$ cat config.mk
export PLATFORM = sky130hd
export DESIGN_NAME = branch_resolve
export DESIGN_NICKNAME = d
export VERILOG_FILES = /design/src/rtl/rv32i_pkg.sv /design/src/rtl/branch_cond.sv /design/src/rtl/branch_resolve.sv
export SDC_FILE = /design/constraint.sdc
export NUM_CORES = 1
export LEC_CHECK = 0
export BUFFER_PORTS_ARGS = -buffer_cell sky130_fd_sc_hd__buf_2
export CAP_MARGIN = 20
export CORE_ASPECT_RATIO = 1.5
export CORE_MARGIN = 5
export CORE_UTILIZATION = 50
export DETAILED_ROUTE_END_ITERATION = 10
export MAX_ROUTING_LAYER = met4
export PLACE_DENSITY = 0.77
export SKIP_CTS_REPAIR_TIMING = 1
export SYNTH_ARGS = -nofsm -noshare
export SYNTH_HDL_FRONTEND = slang
export SYNTH_SLANG_ARGS = --single-unit
$ cat constraint.sdc
create_clock -name i_clk -period 3.3 [get_ports i_clk]
set_clock_uncertainty 0.15 [all_clocks]
set_input_delay 0.66 -clock i_clk [delete_from_list [all_inputs] [get_ports i_clk]]
set_output_delay 0.66 -clock i_clk [all_outputs]
set_load 0.02 [all_outputs]
$ cat src/rtl/rv32i_pkg.sv
// rtl/rv32i_pkg.sv - RV32I opcode/funct3 constants and branch FSM state type
package rv32i_pkg;

  localparam logic [6:0] OP_BRANCH = 7'b1100011;
  localparam logic [6:0] OP_JAL    = 7'b1101111;
  localparam logic [6:0] OP_JALR   = 7'b1100111;

  localparam logic [2:0] F3_BEQ  = 3'b000;
  localparam logic [2:0] F3_BNE  = 3'b001;
  localparam logic [2:0] F3_BLT  = 3'b100;
  localparam logic [2:0] F3_BGE  = 3'b101;
  localparam logic [2:0] F3_BLTU = 3'b110;
  localparam logic [2:0] F3_BGEU = 3'b111;

  typedef enum logic [1:0] {
    IDLE     = 2'd0,
    REDIRECT = 2'd1,
    FLUSH    = 2'd2
  } br_state_e;

  // BLTU/BGEU are the only funct3 codes that need an unsigned compare
  function automatic logic isUnsignedCmp(input logic [2:0] funct3);
    return funct3[2] & funct3[1];
  endfunction

endpackage

$ cat src/rtl/branch_cond.sv
// rtl/branch_cond.sv - combinational B-type condition decode from comparator flags
module branch_cond
  import rv32i_pkg::*;
(
  input  logic [2:0] funct3,
  input  logic       BrEq,
  input  logic       BrLT,
  output logic       taken,
  output logic       valid_f3,
  output logic       BranchOp
);

  assign BranchOp = isUnsignedCmp(funct3);

  always_comb begin
    taken    = 1'b0;
    valid_f3 = 1'b1;
    case (funct3)
      F3_BEQ:          taken = BrEq;
      F3_BNE:          taken = !BrEq;
      F3_BLT, F3_BLTU: taken = BrLT;
      F3_BGE, F3_BGEU: taken = !BrLT;
      default:         valid_f3 = 1'b0;
    endcase
  end

endmodule

$ cat src/rtl/branch_resolve.sv
// rtl/branch_resolve.sv - EX-stage branch/jump resolution with registered redirect,
// multi-cycle flush FSM and branch/taken event counters
module branch_resolve
  import rv32i_pkg::*;
#(
  parameter int DATA_WIDTH   = 32,
  parameter int FLUSH_CYCLES = 2,
  parameter int CNT_WIDTH    = 16
) (
  input  logic                  i_clk,
  input  logic                  i_rst,
  input  logic                  i_valid,
  input  logic                  i_stall,
  input  logic [6:0]            i_opcode,
  input  logic [2:0]            i_funct3,
  input  logic [DATA_WIDTH-1:0] i_pc,
  input  logic [DATA_WIDTH-1:0] i_imm,
  input  logic [DATA_WIDTH-1:0] i_rs1_data,
  input  logic                  BrEq,
  input  logic                  BrLT,
  output logic                  BranchOp,
  output logic                  o_redirect,
  output logic [DATA_WIDTH-1:0] o_target,
  output logic                  o_flush,
  output logic                  o_misalign,
  output logic [CNT_WIDTH-1:0]  o_br_cnt,
  output logic [CNT_WIDTH-1:0]  o_taken_cnt
);

  localparam logic [2:0] FLUSH_RELOAD = 3'(FLUSH_CYCLES - 1);
  localparam logic [DATA_WIDTH-1:0] JALR_MASK = {{(DATA_WIDTH-1){1'b1}}, 1'b0};

  br_state_e             state;
  logic [2:0]            flushCnt;
  logic                  condTaken;
  logic                  condValid;
  logic                  isBranch;
  logic                  isJal;
  logic                  isJalr;
  logic                  resolve;
  logic                  brTaken;
  logic                  takeEvt;
  logic                  brCount;
  logic [DATA_WIDTH-1:0] pcTarget;
  logic [DATA_WIDTH-1:0] jalrTarget;
  logic [DATA_WIDTH-1:0] target;

  branch_cond uCond (
    .funct3   (i_funct3),
    .BrEq     (BrEq),
    .BrLT     (BrLT),
    .taken    (condTaken),
    .valid_f3 (condValid),
    .BranchOp (BranchOp)
  );

  assign isBranch = (i_opcode == OP_BRANCH);
  assign isJal    = (i_opcode == OP_JAL);
  assign isJalr   = (i_opcode == OP_JALR);
  assign resolve  = (state == IDLE) && i_valid && !i_stall;

  // isBranch gates the comparator flags so unknown flags on other opcodes stay masked
  assign brTaken  = isBranch && condValid && condTaken;
  assign takeEvt  = resolve && (brTaken || isJal || isJalr);
  assign brCount  = resolve && isBranch && condValid;

  assign pcTarget   = i_pc + i_imm;
  assign jalrTarget = (i_rs1_data + i_imm) & JALR_MASK;
  assign target     = isJalr ? jalrTarget : pcTarget;

  always_ff @(posedge i_clk or posedge i_rst) begin
    if (i_rst) begin
      state       <= IDLE;
      flushCnt    <= 3'd0;
      o_redirect  <= 1'b0;
      o_target    <= '0;
      o_flush     <= 1'b0;
      o_misalign  <= 1'b0;
      o_br_cnt    <= '0;
      o_taken_cnt <= '0;
    end else begin
      o_redirect <= 1'b0;
      o_misalign <= 1'b0;

      case (state)
        IDLE: begin
          if (takeEvt) begin
            if (target[1]) begin
              o_misalign <= 1'b1;
            end else begin
              state       <= REDIRECT;
              o_redirect  <= 1'b1;
              o_flush     <= 1'b1;
              o_target    <= target;
              o_taken_cnt <= o_taken_cnt + 1'b1;
            end
          end
        end

        REDIRECT: begin
          flushCnt <= FLUSH_RELOAD;
          if (FLUSH_CYCLES > 1) begin
            state <= FLUSH;
          end else begin
            state   <= IDLE;
            o_flush <= 1'b0;
          end
        end

        FLUSH: begin
          // a stalled pipeline keeps the same wrong-path contents, so hold the count
          if (!i_stall) begin
            if (flushCnt <= 3'd1) begin
              state    <= IDLE;
              o_flush  <= 1'b0;
              flushCnt <= 3'd0;
            end else begin
              flushCnt <= flushCnt - 3'd1;
            end
          end
        end

        default: begin
          state   <= IDLE;
          o_flush <= 1'b0;
        end
      endcase

      if (brCount) begin
        o_br_cnt <= o_br_cnt + 1'b1;
      end
    end
  end

endmodule

; Word level (Yosys, flattened, before mapping)
; Cells that the tools add are included.
[word_totals]
reg_bits = 71
inputBits = 112
output_inout_bits = 68
word_cells = 75
[op_classes]
n_addsub = 5
magnitude_cmp = 1
n_eq_ne = 14
mux = 22
n_bitwise = 3
n_reduce_logical = 22
[op_table]
columns = cell, n
row1 = $add 32x32->32, 2
row2 = $add 16x1->16 const B, 2
row3 = $mux 32, 1
row4 = $eq 7x7->1 const B, 3
row5 = $eq 3x3->1 const B, 4
row6 = $mux 1, 11
row7 = $mux 2, 4
row8 = $ne 2x2->1 const B, 4
row9 = $logic_and 1x1->1, 7
row10 = $mux 3, 2
row11 = $pmux 2 s3, 1
row12 = $pmux 3 s2, 1
row13 = $reduce_or 6->1, 1
row14 = $reduce_and 5->1, 1
row15 = $pmux 1 s4, 1
row16 = $reduce_and 4->1, 1
row17 = $reduce_or 2->1, 2
row18 = $eq 3x1->1 const B, 1
row19 = $le 3x1->1 const B, 1
row20 = $logic_not 1->1, 3
row21 = $logic_not 3->1, 1
row22 = $pmux 1 s3, 1
row23 = $reduce_and 3->1, 1
row24 = $sub 3x1->3 const B, 1
row25 = 8 further kinds, 10

; Longest topological paths before layout
[logic_depth]
word_depth = 10
ltp_mapped = 11
depth_no_buf = 11

; By module
; Synthesis repeated with hierarchy kept, for this count alone.
[unflattened]
hier_cells = 812
area_unflattened_um2 = 6690.2
[modules_own_cells]
columns = module, instances, cells_per_inst, area_each_um2, seq_area_each_um2
row1 = branch_resolve, 1, 806, 6647.6, 1776.7
row2 = branch_cond, 1, 6, 42.5, 0.0

; Least setup slack after synthesis
; Ideal clock, no wire load.
[synth_timing]
path_type = in2reg
from = in i_imm[0]
to = reg o_target[30]
setup_ns = 0.087
arrival_ns = 3.039
required_time_ns = 3.063
setup_slack_ns = 0.024
cell_stages = 11
n_path_buf = 0
cell_sequence = and2_1 > fa_1 > a21o_1 > a221o_1 > a21oi_2 > a32oi_2 > a2111oi_2 > or2_4 > o21ai_2 > xnor2_1 > a211oi_2
[synth_via]
elab_chain_len = 4
elab_cells_between_ends = 5
cone_classes = add/sub (2) / mux (1) / bitwise (1) / reduce/logical (1)
[synth_lines]
columns = element, line
row1 = from (decl), branch_resolve.sv:17  ; input logic [DATA_WIDTH-1:0] i_imm,
row2 = $add 32x32->32 (on tied branches), "branch_resolve.sv:67, branch_resolve.sv:68"
row3 = $mux 32 *, branch_resolve.sv:69  ; assign target = isJalr ? jalrTarget : pcTarget;
row4 = $not 1->1 (no line), -
row5 = $reduce_and 3->1 (no line), -
row6 = to (signal assigned), branch_resolve.sv:94  ; o_target <= target;
row7 = to (decl), branch_resolve.sv:23  ; output logic [DATA_WIDTH-1:0] o_target,
; Every way passes the cells marked *; elsewhere a longest branch is shown, timed or not.
; A chain may end at the register's enable or synchronous reset.

; Worst setup path in the final report
; Ends and elaborated chain as after synthesis.

==> flow_summary.toml <==
[layout]
syn_to_final_growth_pct = 25.3
drive_gt1_share_pct = 27.4
design_area_um2 = 8330
diodes = 0
fillers = 1180
fin_cells = 1181
final_util_pct = 64.0
nets = 1196

[timing]
slew_headroom_pct = 53.8
min_period_ns = 3.20
drv_slew = 0
setup_ws_ns = 0.101
worst_pin_slew_ns = 0.692
hold_viol_final = 0
rsz0062_at_grt = "no"
setup_tns_ns = 0
fmax_mhz = 313
whs_ns = 0.281
setup_viol = 0
fin_crit_sh_pct = 96.9

[hold_path]
min_path_type = "in2async"

[critical_path]
critical_path_class = "in2reg"
critPathArrivalTime_ns = 3.30
crit_path_start_kind = "input pin"
cp-end-kind = "flop"
crit_family = "compound AO/OA/AOI/OAI gates"
r2r_end = "o_taken_cnt[13]$_DFFE_PP0P_"
crit_slowest_cell = "a2111oi_4"
r2r_setup_slack_ns = 0.68
cp_num_buf_inv = 1
max_stage_delay_ns = 0.41
ff2ff_path_depth = 8
required_ns = 3.40
regToRegStartpoint = "state[1]$_DFFE_PP0P_"
cp_max_fo = 2
startpoint = "i_imm[0]"
path_cells = "buf_2, and2_1, fa_1, a21o_1, a221o_1, a21oi_2, a32oi_2, a2111oi_4, or2_4, o21ai_2, xnor2_1, a211oi_2"

[route]
vias = 6779
drtIter0Drc = 329
routed_wl_um = 19700
postRouteAntennaNets = 0
drc_errors = 0
avgViaCountPerCell = 5.74
wl_per_cell_um = 16.7
drtPass1Iterations = 6

[global_routing]
grt_overflow = 0
grt_max_degree = 41
antenna_found_initial = 0
grt_pass1_vias = 6559
grt_pass1_wl_um = 31500
grt_usage_pct = 25.1

[logic_synthesis]
synth_edf_count = 0
netlist_area_um2 = 6640
synth_fp_nets = 986
synthFlopType = "dfrtp_1"
seq_area_frac_synth_pct = 26.7
async_flop_share_pct = 100
ys_warn_count = 0
netlist-cell-type-count = 81
syn_avg_cell_area_um2 = 8.23
ys_seq_elements = 71
netlist_instances = 807

[clocking]
clock_latency_ns = 0.33
path_clk_slew_ns = 0.06
clockBufferDepth = 2
cts_made_buffers = 9
cts.sinks = 71
cts.htree.levels = 3
cts_tree = "done"
clockRootBuffer = "clkbuf_16"

[placed_design]
placed_area_um2 = 7980
dp_worst_setup_slack_ns = -0.255
dp_cells = 1165
hpwlAfterDp_um = 16000
place.gp.congestion = 0.985
io_buffers = 178

[flow_run]
cap_viol_max_count = 0

[power]
vdd_drop_max_mv = 0.224
power.leakage_nw = 4.27
p_total_mw = 3.13
power_density_nw_per_um2 = 376

[die]
die_x_um = 104
rows = 51
initial_core_util_pct = 51.0
die_y_um = 151
dieArea_um2 = 15700
io_pins = 180
core-area_um2 = 13000

[outcome]
outcome = "finished clean"
[how the worst max path moves through the flow]
| stage | end | cells after the start | slack [ns] |
|---|---|---|---|
| detailed placement | o_target[30]$_DFFE_PP0P_ | 12 | -0.25 |
| finish | o_target[30]$_DFFE_PP0P_ | 12 | 0.10 |
| global placement | o_target[30]$_DFFE_PP0P_ | 12 | -0.23 |
| floorplan | o_target[30]$_DFFE_PP0P_ | 11 | 0.02 |
| global route | o_target[28]$_DFFE_PP0P_ | 14 | 0.003 |
| CTS | o_target[30]$_DFFE_PP0P_ | 12 | 0.08 |
[Yosys cell counts, types with 4 or more instances]
| library cell | instances | share of area, % |
|---|---|---|
| a41oi_1 | 4 | 0.53 |
| nand2_1 | 93 | 5.3 |
| nor2b_1 | 8 | 0.75 |
| o21a_1 | 7 | 0.79 |
| or3_1 | 4 | 0.38 |
| ha_1 | 65 | 12 |
| a211oi_1 | 10 | 1.1 |
| a21oi_1 | 71 | 5.3 |
| nand3_1 | 23 | 1.7 |
| o31ai_1 | 5 | 0.57 |
| mux2_2 | 6 | 1.0 |
| o21bai_1 | 4 | 0.45 |
| o21ai_1 | 9 | 0.68 |
| inv_1 | 23 | 1.3 |
| xnor2_1 | 43 | 5.7 |
| o211ai_1 | 4 | 0.45 |
| clkbuf_1 | 21 | 1.2 |
| o21ai_0 | 47 | 3.5 |
| a21o_1 | 30 | 3.4 |
| a31oi_1 | 11 | 1.0 |
| xor2_1 | 38 | 5.0 |
| and2_1 | 6 | 0.57 |
| mux2i_1 | 4 | 0.60 |
| nand4_1 | 17 | 1.6 |
| and3_1 | 14 | 1.3 |
| buf_4 | 6 | 0.68 |
| nor3_1 | 8 | 0.60 |
| nand2b_1 | 7 | 0.66 |
| dfrtp_1 | 71 | 27 |
| nor2_1 | 75 | 4.2 |
[state kept, by name (all words and copies together), names as in the netlist]
name         cells
o_target        31
state            2
o_misalign       1
flushCnt         3
o_redirect       1
o_br_cnt        16
o_flush          1
o_taken_cnt     16
[cells in the final DEF, fill, tap and decap left out, types with 3 or more instances in the layout]
cell type	n
a211o_1	3
a211oi_1	9
a21o_1	30
a21oi_1	71
a31oi_1	11
a41oi_1	4
and2_1	6
and3_1	14
and4_1	3
buf_2	178
buf_4	52
clkbuf_16	9
dfrtp_1	71
ha_1	65
inv_1	22
inv_6	3
mux2_2	6
mux2i_1	4
nand2_1	93
nand2b_1	7
nand3_1	23
nand4_1	17
nand4b_1	3
nor2_1	75
nor2b_1	8
nor3_1	8
o211ai_1	4
o21a_1	7
o21ai_0	47
o21ai_1	9
o21bai_1	4
o22ai_1	3
o31ai_1	5
or2_2	3
or3_1	4
xnor2_1	43
xor2_1	38
[where the power goes]
group          switching (mW)  internal [mW]
clock network           0.399          0.671
registers              0.0342          0.922
logic                   0.619          0.481
total                    1.05           2.07
[layer usage]
layer  part of all wire [%]  GRT usage, %  routed length, um
met2                     51          43.2              10000
met5                      0             -                  0
met4                    3.0          9.20                585
met1                     42          29.8               8210
met3                    4.6          3.75                900
[layout make-up]
class / instances / area [um2] / share of cell area [%]
Clock inverter: 7 / 103 / 1.23
Sequential cell: 71 / 1780 / 21.3
Multi-Input combinational cell: 680 / 4630 / 55.6
Timing Repair Buffer: 231 / 1300 / 15.6
Inverter: 24 / 90.1 / 1.08
Clock buffer: 9 / 225 / 2.71
Tap cell: 159 / 199 / 2.39
[cell families (layout without fill, tap and decap cells)]
| kind of cell | count (synthesis) | in the layout | share of synthesized area [%] |
|---|---|---|---|
| AO/OA/AOI/OAI | 242 | 242 | 23.8 |
| XOR/XNOR | 81 | 81 | 10.7 |
| adder cells (fa/ha/maj) | 67 | 67 | 12.8 |
| buffers and inverters | 56 | 271 | 3.90 |
| flip-flops | 71 | 71 | 26.7 |
| multiplexers | 10 | 10 | 1.62 |
| other | 1 | 1 | 0.0564 |
| AND/OR/NAND/NOR | 279 | 279 | 20.4 |
(Power assumes the default switching activity.)
